===== config.mk =====
export PLATFORM = sky130hd
export DESIGN_NAME = adder_arbiter
export DESIGN_NICKNAME = d
export VERILOG_FILES = /design/src/rtl/adder_arbiter_pkg.sv /design/src/rtl/ripple_adder.sv /design/src/rtl/adder_arbiter.sv
export SDC_FILE = /design/constraint.sdc
export NUM_CORES = 1
export LEC_CHECK = 0
export CAP_MARGIN = 30
export CELL_PAD_IN_SITES_DETAIL_PLACEMENT = 1
export CELL_PAD_IN_SITES_GLOBAL_PLACEMENT = 1
export CORE_ASPECT_RATIO = 1.1
export CORE_UTILIZATION = 30
export DETAILED_ROUTE_END_ITERATION = 7
export GPL_ROUTABILITY_DRIVEN = 0
export PLACE_DENSITY = 0.87
export SYNTH_ARGS = -nofsm -noshare
export SYNTH_HDL_FRONTEND = slang
export SYNTH_SLANG_ARGS = --single-unit

===== constraint.sdc =====
create_clock -name clk -period 10.8 [get_ports clk]
set_input_delay 1.08 -clock clk [delete_from_list [all_inputs] [get_ports clk]]
set_output_delay 1.08 -clock clk [all_outputs]
set_load 0.005 [all_outputs]

===== src/rtl/adder_arbiter_pkg.sv =====
//==============================================================================
// Module   : adder_arbiter_pkg
// Purpose  : Shared FSM state encoding and id-width helper for adder_arbiter.
// Revision : 1.0 - initial release
//==============================================================================
`default_nettype none

package adder_arbiter_pkg;

   // Arbiter sequencing: accept a request, add, then hold the result.
   typedef enum logic [1:0] {
      IDLE = 2'd0,
      ADD  = 2'd1,
      RESP = 2'd2
   } state_t;

   // Width of a requester index; never narrower than one bit.
   function automatic int id_width(input int r);
      return (r > 1) ? $clog2(r) : 1;
   endfunction

endpackage

`default_nettype wire


===== src/rtl/ripple_adder.sv =====
//==============================================================================
// Module   : ripple_adder
// Purpose  : N-bit ripple-carry adder, a + b + cin -> {cout, s}.
// Revision : 1.0 - initial release
//==============================================================================
`default_nettype none

module ripple_adder #(
   parameter int N = 8
) (
   input  logic [N-1:0] a,
   input  logic [N-1:0] b,
   input  logic         cin,
   output logic [N-1:0] s,
   output logic         cout
);

   logic [N:0] carry;

   assign carry[0] = cin;

   // One full-adder cell per bit, carry rippling upward.
   for (genvar i = 0; i < N; i++) begin : g_bit
      assign s[i]       = a[i] ^ b[i] ^ carry[i];
      assign carry[i+1] = (a[i] & b[i]) | (carry[i] & (a[i] ^ b[i]));
   end

   assign cout = carry[N];

endmodule

`default_nettype wire


===== src/rtl/adder_arbiter.sv =====
//==============================================================================
// Module   : adder_arbiter
// Purpose  : Round-robin arbiter sharing one ripple_adder among R requesters.
//            Optional macro ADDER_ARBITER_SAT_EN saturates the sum on carry-out.
// Revision : 1.0 - initial release
//==============================================================================
`default_nettype none

module adder_arbiter
   import adder_arbiter_pkg::*;
#(
   parameter int N = 8,
   parameter int R = 4
) (
   input  logic                      clk,
   input  logic                      rst_n,
   input  logic [R-1:0]              req_valid,
   output logic [R-1:0]              req_ready,
   input  logic [R*N-1:0]            req_a,
   input  logic [R*N-1:0]            req_b,
   input  logic [R-1:0]              req_cin,
   output logic                      rsp_valid,
   input  logic                      rsp_ready,
   output logic [N-1:0]              rsp_sum,
   output logic                      rsp_cout,
   output logic [id_width(R)-1:0]    rsp_id
);

   localparam int IW = id_width(R);

   state_t          state;
   state_t          state_nxt;
   logic [IW-1:0]   ptr;
   logic [IW-1:0]   grant_id;
   logic            grant_found;
   logic            grant_fire;
   logic [N-1:0]    op_a;
   logic [N-1:0]    op_b;
   logic            op_cin;
   logic [N-1:0]    add_s;
   logic            add_cout;

   ripple_adder #(
      .N (N)
   ) u_adder (
      .a    (op_a),
      .b    (op_b),
      .cin  (op_cin),
      .s    (add_s),
      .cout (add_cout)
   );

   // Round-robin search: first valid requester at or after ptr, wrapping.
   always_comb begin
      logic [IW-1:0] idx;
      grant_found = 1'b0;
      grant_id    = '0;
      idx         = '0;
      for (int k = 0; k < R; k++) begin
         idx = IW'((int'(ptr) + k) % R);
         if (!grant_found && req_valid[idx]) begin
            grant_found = 1'b1;
            grant_id    = idx;
         end
      end
   end

   assign grant_fire = (state == IDLE) && grant_found;
   assign rsp_valid  = (state == RESP);

   // Accept strobe is one-hot on the winner, only while idle.
   always_comb begin
      req_ready = '0;
      if (grant_fire) begin
         req_ready = R'(1) << grant_id;
      end
   end

   // Next-state logic for the IDLE -> ADD -> RESP sequence.
   always_comb begin
      state_nxt = state;
      case (state)
         IDLE:    if (grant_found) state_nxt = ADD;
         ADD:     state_nxt = RESP;
         RESP:    if (rsp_ready) state_nxt = IDLE;
         default: state_nxt = IDLE;
      endcase
   end

   // State register.
   always_ff @(posedge clk or negedge rst_n) begin
      if (!rst_n) begin
         state <= IDLE;
      end else begin
         state <= state_nxt;
      end
   end

   // Operand capture on grant, result capture in ADD; result held through RESP.
   always_ff @(posedge clk or negedge rst_n) begin
      if (!rst_n) begin
         ptr      <= '0;
         op_a     <= '0;
         op_b     <= '0;
         op_cin   <= 1'b0;
         rsp_id   <= '0;
         rsp_sum  <= '0;
         rsp_cout <= 1'b0;
      end else begin
         if (grant_fire) begin
            op_a   <= req_a[grant_id*N +: N];
            op_b   <= req_b[grant_id*N +: N];
            op_cin <= req_cin[grant_id];
            rsp_id <= grant_id;
            ptr    <= (grant_id == IW'(R - 1)) ? '0 : grant_id + 1'b1;
         end
         if (state == ADD) begin
`ifdef ADDER_ARBITER_SAT_EN
            rsp_sum  <= add_cout ? '1 : add_s;
`else
            rsp_sum  <= add_s;
`endif
            rsp_cout <= add_cout;
         end
      end
   end

endmodule

`default_nettype wire

### After elaboration in Yosys (flattened, before gate mapping)

Cells that the tools add are included.

| cells by class | value |
|---|---|
| add/sub/neg operators | 4 |
| $mul | 0 |
| div/mod/pow operators | 0 |
| order comparisons | 5 |
| equal/unequal tests | 5 |
| shift operators | 3 |
| multiplexer cells | 23 |
| bitwise gates (word level) | 40 |
| reduce and logical (&&, ||, !) cells | 9 |

Operators by type and width:

| cell | number |
|---|---|
| 32-bit by 6-bit variable part select with 8-bit output | 2 |
| 1-bit AND | 16 |
| 1-bit XOR | 16 |
| 2-bit by 3-bit less-than comparator with 1-bit output, second input constant | 5 |
| 2-bit two-way mux | 7 |
| 1-bit binary-select mux with 2-bit select | 5 |
| 1-bit two-way mux | 9 |
| 1-bit OR | 8 |
| 2-bit case mux with 3 select lines | 1 |
| 2-bit by 1-bit adder with 2-bit output, second input constant | 2 |
| 2-bit adder, second input constant | 2 |
| 2-bit equality test, second input constant | 2 |
| 1-bit logical AND | 4 |
| 4-bit two-way mux | 1 |
| 1-bit by 2-bit left shift with 4-bit output, first input constant | 1 |
| 1-bit zero test | 3 |
| 2-bit by 1-bit equality test with 1-bit output, second input constant | 1 |
| 2-bit zero test | 1 |
| 2-bit by 1-bit inequality test with 1-bit output, second input constant | 1 |
| 2-bit inequality test, second input constant | 1 |
| 2-bit AND reduction | 1 |

| storage, ports and cells | value |
|---|---|
| register bits | 32 |
| bits in latches | 0 |
| bits in writable memories | 0 |
| memory bits (read-only) | 0 |
| input bits | 75 |
| output and inout port bits | 16 |
| word-level logic and storage cells | 97 |
| memories | 0 |

### Longest topological paths before layout

| logic depth | value |
|---|---|
| depth in word-level cells | 17 |
| mapped depth | 12 |
| mapped depth without buffers | 12 |

### By module

A second synthesis with hierarchy kept.

| second synthesis, totals | value |
|---|---|
| cell total of the unflattened synthesis | 174 |
| area total of the unflattened synthesis | 1,924.3 um2 |

Modules (own cells, without submodules):

| module | times used | cells an instance | area each (um2) | seq. area each (um2) |
|---|---|---|---|---|
| adder_arbiter | 1 | 156 | 1,726.7 | 800.8 |
| ripple_adder | 1 | 18 | 197.7 | 0.0 |

### Worst setup path before layout

OpenSTA, ideal clock, no wires.

| timing path | value |
|---|---|
| path type | reg2reg |
| from | reg op_a[0] |
| to | reg rsp_sum[7] |
| library setup time | 83 ps |
| arrival | 3,495 ps |
| required time | 10,717 ps |
| slack | 7,222 ps |
| cell stages (with the launch flop) | 13 |
| buffers on the path | 0 |
| period minus slack after synthesis | 3,578 ps |
| cells stage by stage | dfrtp_1 -> fa_1 -> inv_1 -> fa_1 -> inv_1 -> fa_1 -> fa_1 -> fa_1 -> fa_1 -> fa_1 -> inv_1 -> fa_1 -> o21ai_0 |

| on the way | value |
|---|---|
| longest elaborated chain between the ends | 16 |
| elaborated cells between the ends (all ways) | 17 |
| classes of those cells | bitwise: 17 |

Ends and longest elaborated chain:

| item | RTL line | source |
|---|---|---|
| from (decl) | adder_arbiter.sv:37 | `logic [N-1:0] op_a;` |
| from (signal assigned) | adder_arbiter.sv:111 | `op_a <= req_a[grant_id*N +: N];` |
| 1-bit XOR | ripple_adder.sv:25 | `assign carry[i+1] = (a[i] & b[i]) \| (carry[i] & (a[i] ^ b[i]));` |
| 1-bit AND | ripple_adder.sv:25 |  |
| 1-bit OR (*) | ripple_adder.sv:25 |  |
| 1-bit AND (*) | ripple_adder.sv:25 |  |
| 1-bit OR (*) | ripple_adder.sv:25 |  |
| 1-bit AND (*) | ripple_adder.sv:25 |  |
| 1-bit OR (*) | ripple_adder.sv:25 |  |
| 1-bit AND (*) | ripple_adder.sv:25 |  |
| 1-bit OR (*) | ripple_adder.sv:25 |  |
| 1-bit AND (*) | ripple_adder.sv:25 |  |
| 1-bit OR (*) | ripple_adder.sv:25 |  |
| 1-bit AND (*) | ripple_adder.sv:25 |  |
| 1-bit OR (*) | ripple_adder.sv:25 |  |
| 1-bit AND (*) | ripple_adder.sv:25 |  |
| 1-bit OR (*) | ripple_adder.sv:25 |  |
| 1-bit XOR (*) | ripple_adder.sv:24 | `assign s[i] = a[i] ^ b[i] ^ carry[i];` |
| to (signal assigned) | adder_arbiter.sv:121 | `rsp_sum <= add_s;` |
| to (decl) | adder_arbiter.sv:24 | `output logic [N-1:0] rsp_sum,` |

Every way passes the cells marked *; elsewhere a longest branch is shown, timed or not.
A chain may end at the register's enable or synchronous reset.

### Worst setup path after layout

| timing path | value |
|---|---|
| from | in req_valid[3] |
| to | out req_ready[2] |

| on the way | value |
|---|---|
| longest elaborated chain between the ends | 14 |
| elaborated cells between the ends (all ways) | 25 |
| classes of those cells | shift: 1; mux: 17; reduce/logical: 7 |

Ends and longest elaborated chain:

| item | RTL line | source |
|---|---|---|
| from (decl) | adder_arbiter.sv:17 | `input logic [R-1:0] req_valid,` |
| 1-bit binary-select mux with 2-bit select | adder_arbiter.sv:61 | `if (!grant_found && req_valid[idx]) begin` |
| 1-bit two-way mux (not written as such) | adder_arbiter.sv:61 |  |
| 1-bit two-way mux | adder_arbiter.sv:61 |  |
| 1-bit zero test | adder_arbiter.sv:61 |  |
| 1-bit logical AND | adder_arbiter.sv:61 |  |
| 1-bit two-way mux | adder_arbiter.sv:61 |  |
| 1-bit zero test | adder_arbiter.sv:61 |  |
| 1-bit logical AND | adder_arbiter.sv:61 |  |
| 1-bit two-way mux | adder_arbiter.sv:61 |  |
| 1-bit zero test | adder_arbiter.sv:61 |  |
| 1-bit logical AND | adder_arbiter.sv:61 |  |
| 2-bit two-way mux / 1-bit two-way mux (equally long branches) | adder_arbiter.sv:61 |  |
| 1-bit by 2-bit left shift with 4-bit output / 1-bit logical AND (equally long branches) | adder_arbiter.sv:75, adder_arbiter.sv:68 |  |
| 4-bit two-way mux (*) | adder_arbiter.sv:74 | `if (grant_fire) begin` |
| to (decl) | adder_arbiter.sv:18 | `output logic [R-1:0] req_ready,` |

Every way passes the cells marked *; elsewhere a longest branch is shown, timed or not. The select of a mux whose other input is x is not followed.

==> qor.yml <==
postCtsHoldBufs: 0
coreArea_sq_um: 6594
critPathMaxStageDelay_ps: 720
worstSkewPairLatency_ps: 290
netlist.area_leader.share_pct: 38.95
grt_usage_pct: 18.72
clock_skew_ps: 3.157
clkTransAtPathRegs_ps: 60
seq_area_frac_synth_pct: 38.95
overflow: 0
synth_mux_area_share_pct: 15.64
portBuffers: 90
min_to: "rsp_sum[1]"
yosysTopAreaCell: "dfrtp_1"
rr_worst_depth: 12
cts-root-buf: "clkbuf_8"
cts_tree: "built"
outcome: "finished, final reports clean"
finalMaxSlewViolations: 0
ios: 91
via_per_inst: 5.222
diodes: 0
post_cts_resized: 0
worstPathRequired_ps: 9720
synth.most_common_cell: "dfrtp_1"
finalWorstPathRequiredPeriod_ps: 4824
synthAdderAreaFrac_pct: 10.23
wire_per_inst_um: 17.38
hold_class: "reg -> reg"
path_max_fanout: 25
synthFlopType: "dfrtp_1"
dr.pass1.iters: 4
cp-start-kind: "input pin"
drt_iter0_drc: 70
synth_seq_cells: 32
power.leakage_nw: 1.333
clockBufferDepth: 2
max_freq_mhz: 207.3
synth_compound_area_share_pct: 18.26
yosysUniqueCellTypes: 42
powerDensity_nw_per_um2: 247.4
synth_top_family_by_area: "compound AO/OA/AOI/OAI gates"
synthSimpleGateAreaFrac_pct: 11.87
rsz0062_at_grt: "no"
die_h_um: 88.82
cp.arrival_ps: 3740
htree_levels: 2
cts_setup_buffers: 0
cts_buffers: 5
period_share_pct: 44.67
slew_headroom_pct: 44.94
ir_worst_vdd_mv: 0.1120
stdcell_area_sq_um: 3133
synth-edff-count: 0
cts_sinks: 32
vias: 1880
synthXorXnorAreaFrac_pct: 0
setup_viol: 0
r2r_slack_ps: 6860
setup-tns-final_ps: 0
area_delta_synth_final_pct: 52.40
grt_pass1_wl_um: 9804
async_flop_share_pct: 100.0
drc: 0
syn_avg_cell_area_sq_um: 10.82
dp_hpwl_um: 5126
synth.top_cells.by_count: "32 x dfrtp_1, 22 x mux2i_1, 16 x nand2_1, 10 x inv_1, 9 x o21ai_0"
antenna_found_initial: 0
worst_pin_slew_ps: 825.9
layout.nets: 365
hold_viol_final: 0
crit_top_cell: "clkdlybuf4s50_1"
synth_area_sq_um: 2056
synth_nets: 277
r2r-end: "rsp_sum[7]"
grt_pass1_vias: 2017
cap_viol_max_count: 0
num_rows: 31
hp-start: "rsp_sum[1]"
fp.dieW_um: 80.93
rr_startpoint: "op_a[0]"
placed_area_sq_um: 3037
path_class: "in -> out"
cpMaxStageDelayCell: "or3_1"
p_total_mw: 0.7752
synth_area_leaders: "dfrtp_1 39%, mux2i_1 11%, fa_1 7.8%"
path_cells: "clkdlybuf4s50_1 -> nor4_1 -> or3_1 -> inv_2 -> and2_1 -> clkdlybuf4s50_1"
synthCells: 190
wl_um: 6255
dieArea_sq_um: 7188
drive_gt1_share_pct: 9.353
grt_max_degree: 33
fillers: 754
ys_warn_count: 0
end_kind: "primary output"
min_path_cells: 2
ant_nets: 0
start_util_pct: 31.18
## cells in the final DEF (no fill, tap or decap), types with 2 or more instances in the layout
cell	n
a211oi_1	3
o21ai_0	9
nand3_1	2
o221a_2	2
a311oi_1	2
clkdlybuf4s50_1	90
nand4_1	2
nand2_1	16
fa_1	8
and2_1	4
mux2_1	2
a21boi_2	2
a21boi_1	6
a2111oi_0	8
inv_1	10
a221oi_1	3
ha_1	4
nor2_1	7
clkbuf_8	7
nor2b_1	3
mux2i_1	22
mux2_2	7
o221ai_1	7
nand2b_1	2
dfrtp_1	32
## kinds of logic after synthesis
family          Yosys count
buf+inv                  22
mux                      31
compound gates           48
flops                    32
simple gates             45
fa+ha+maj                12
## area by class of cell
class                      count  area, sq um  share of cell area (%)
tap                           82        102.6                   3.275
clock buffer                   7        96.34                   3.075
timing repair buffer          92        935.9                   29.87
sequential                    32        800.8                   25.56
inverter                      11        41.29                   1.318
multi-input combinational    136         1156                   36.90
## how the worst max path moves through the flow
stage | from | to | depth (start not counted)
floorplan | op_a[0] | rsp_sum[7] | 12
CTS | req_valid[3] | req_ready[2] | 6
finish | req_valid[3] | req_ready[2] | 6
detailed placement | req_valid[3] | req_ready[2] | 6
global route | req_valid[3] | req_ready[2] | 6
global placement | req_valid[2] | req_ready[3] | 8
## flip-flops by register name, summed over array words and instances (netlist names)
name	cells
ptr	2
op_cin	1
state	2
rsp_sum	8
op_a	8
op_b	8
rsp_cout	1
rsp_id	2
## layer usage
layer / vias to the layer above / part of all wire, % / wire length [um] / global-route usage (%)
li1: 879 / - / - / -
met1: 936 / 39 / 2428 / 20.21
met2: 54 / 55 / 3454 / 35.06
met3: 11 / 4.4 / 274 / 5.052
met4: 0 / 1.6 / 98 / 6.006
met5: - / 0 / 0 / 0
## critical path: cells and delay by family
family	cells	cell delay [ps]
simple gates	3	1410
buf+inv	3	1260
## where the power goes
group	switching [mW]	internal (mW)	total [mW]
clock network	0.0433	0.0567	0.100
logic	0.219	0.226	0.444
registers	0.0473	0.184	0.231
## through the flow
step / hold WS, ps / util (%) / cells / setup slack, ps
2_1_floorplan: 471.1 / - / 190 / 7222
3_3_place_gp: 460.6 / 45.64 / 352 / 6004
3_5_place_dp: 471.7 / 46.05 / 353 / 5998
4_1_cts: 486.0 / 47.51 / 360 / 6025
5_1_grt: 502.7 / 47.51 / 360 / 5805
6_report: 480.5 / 47.51 / 360 / 5976
(Power assumes the default switching activity.)
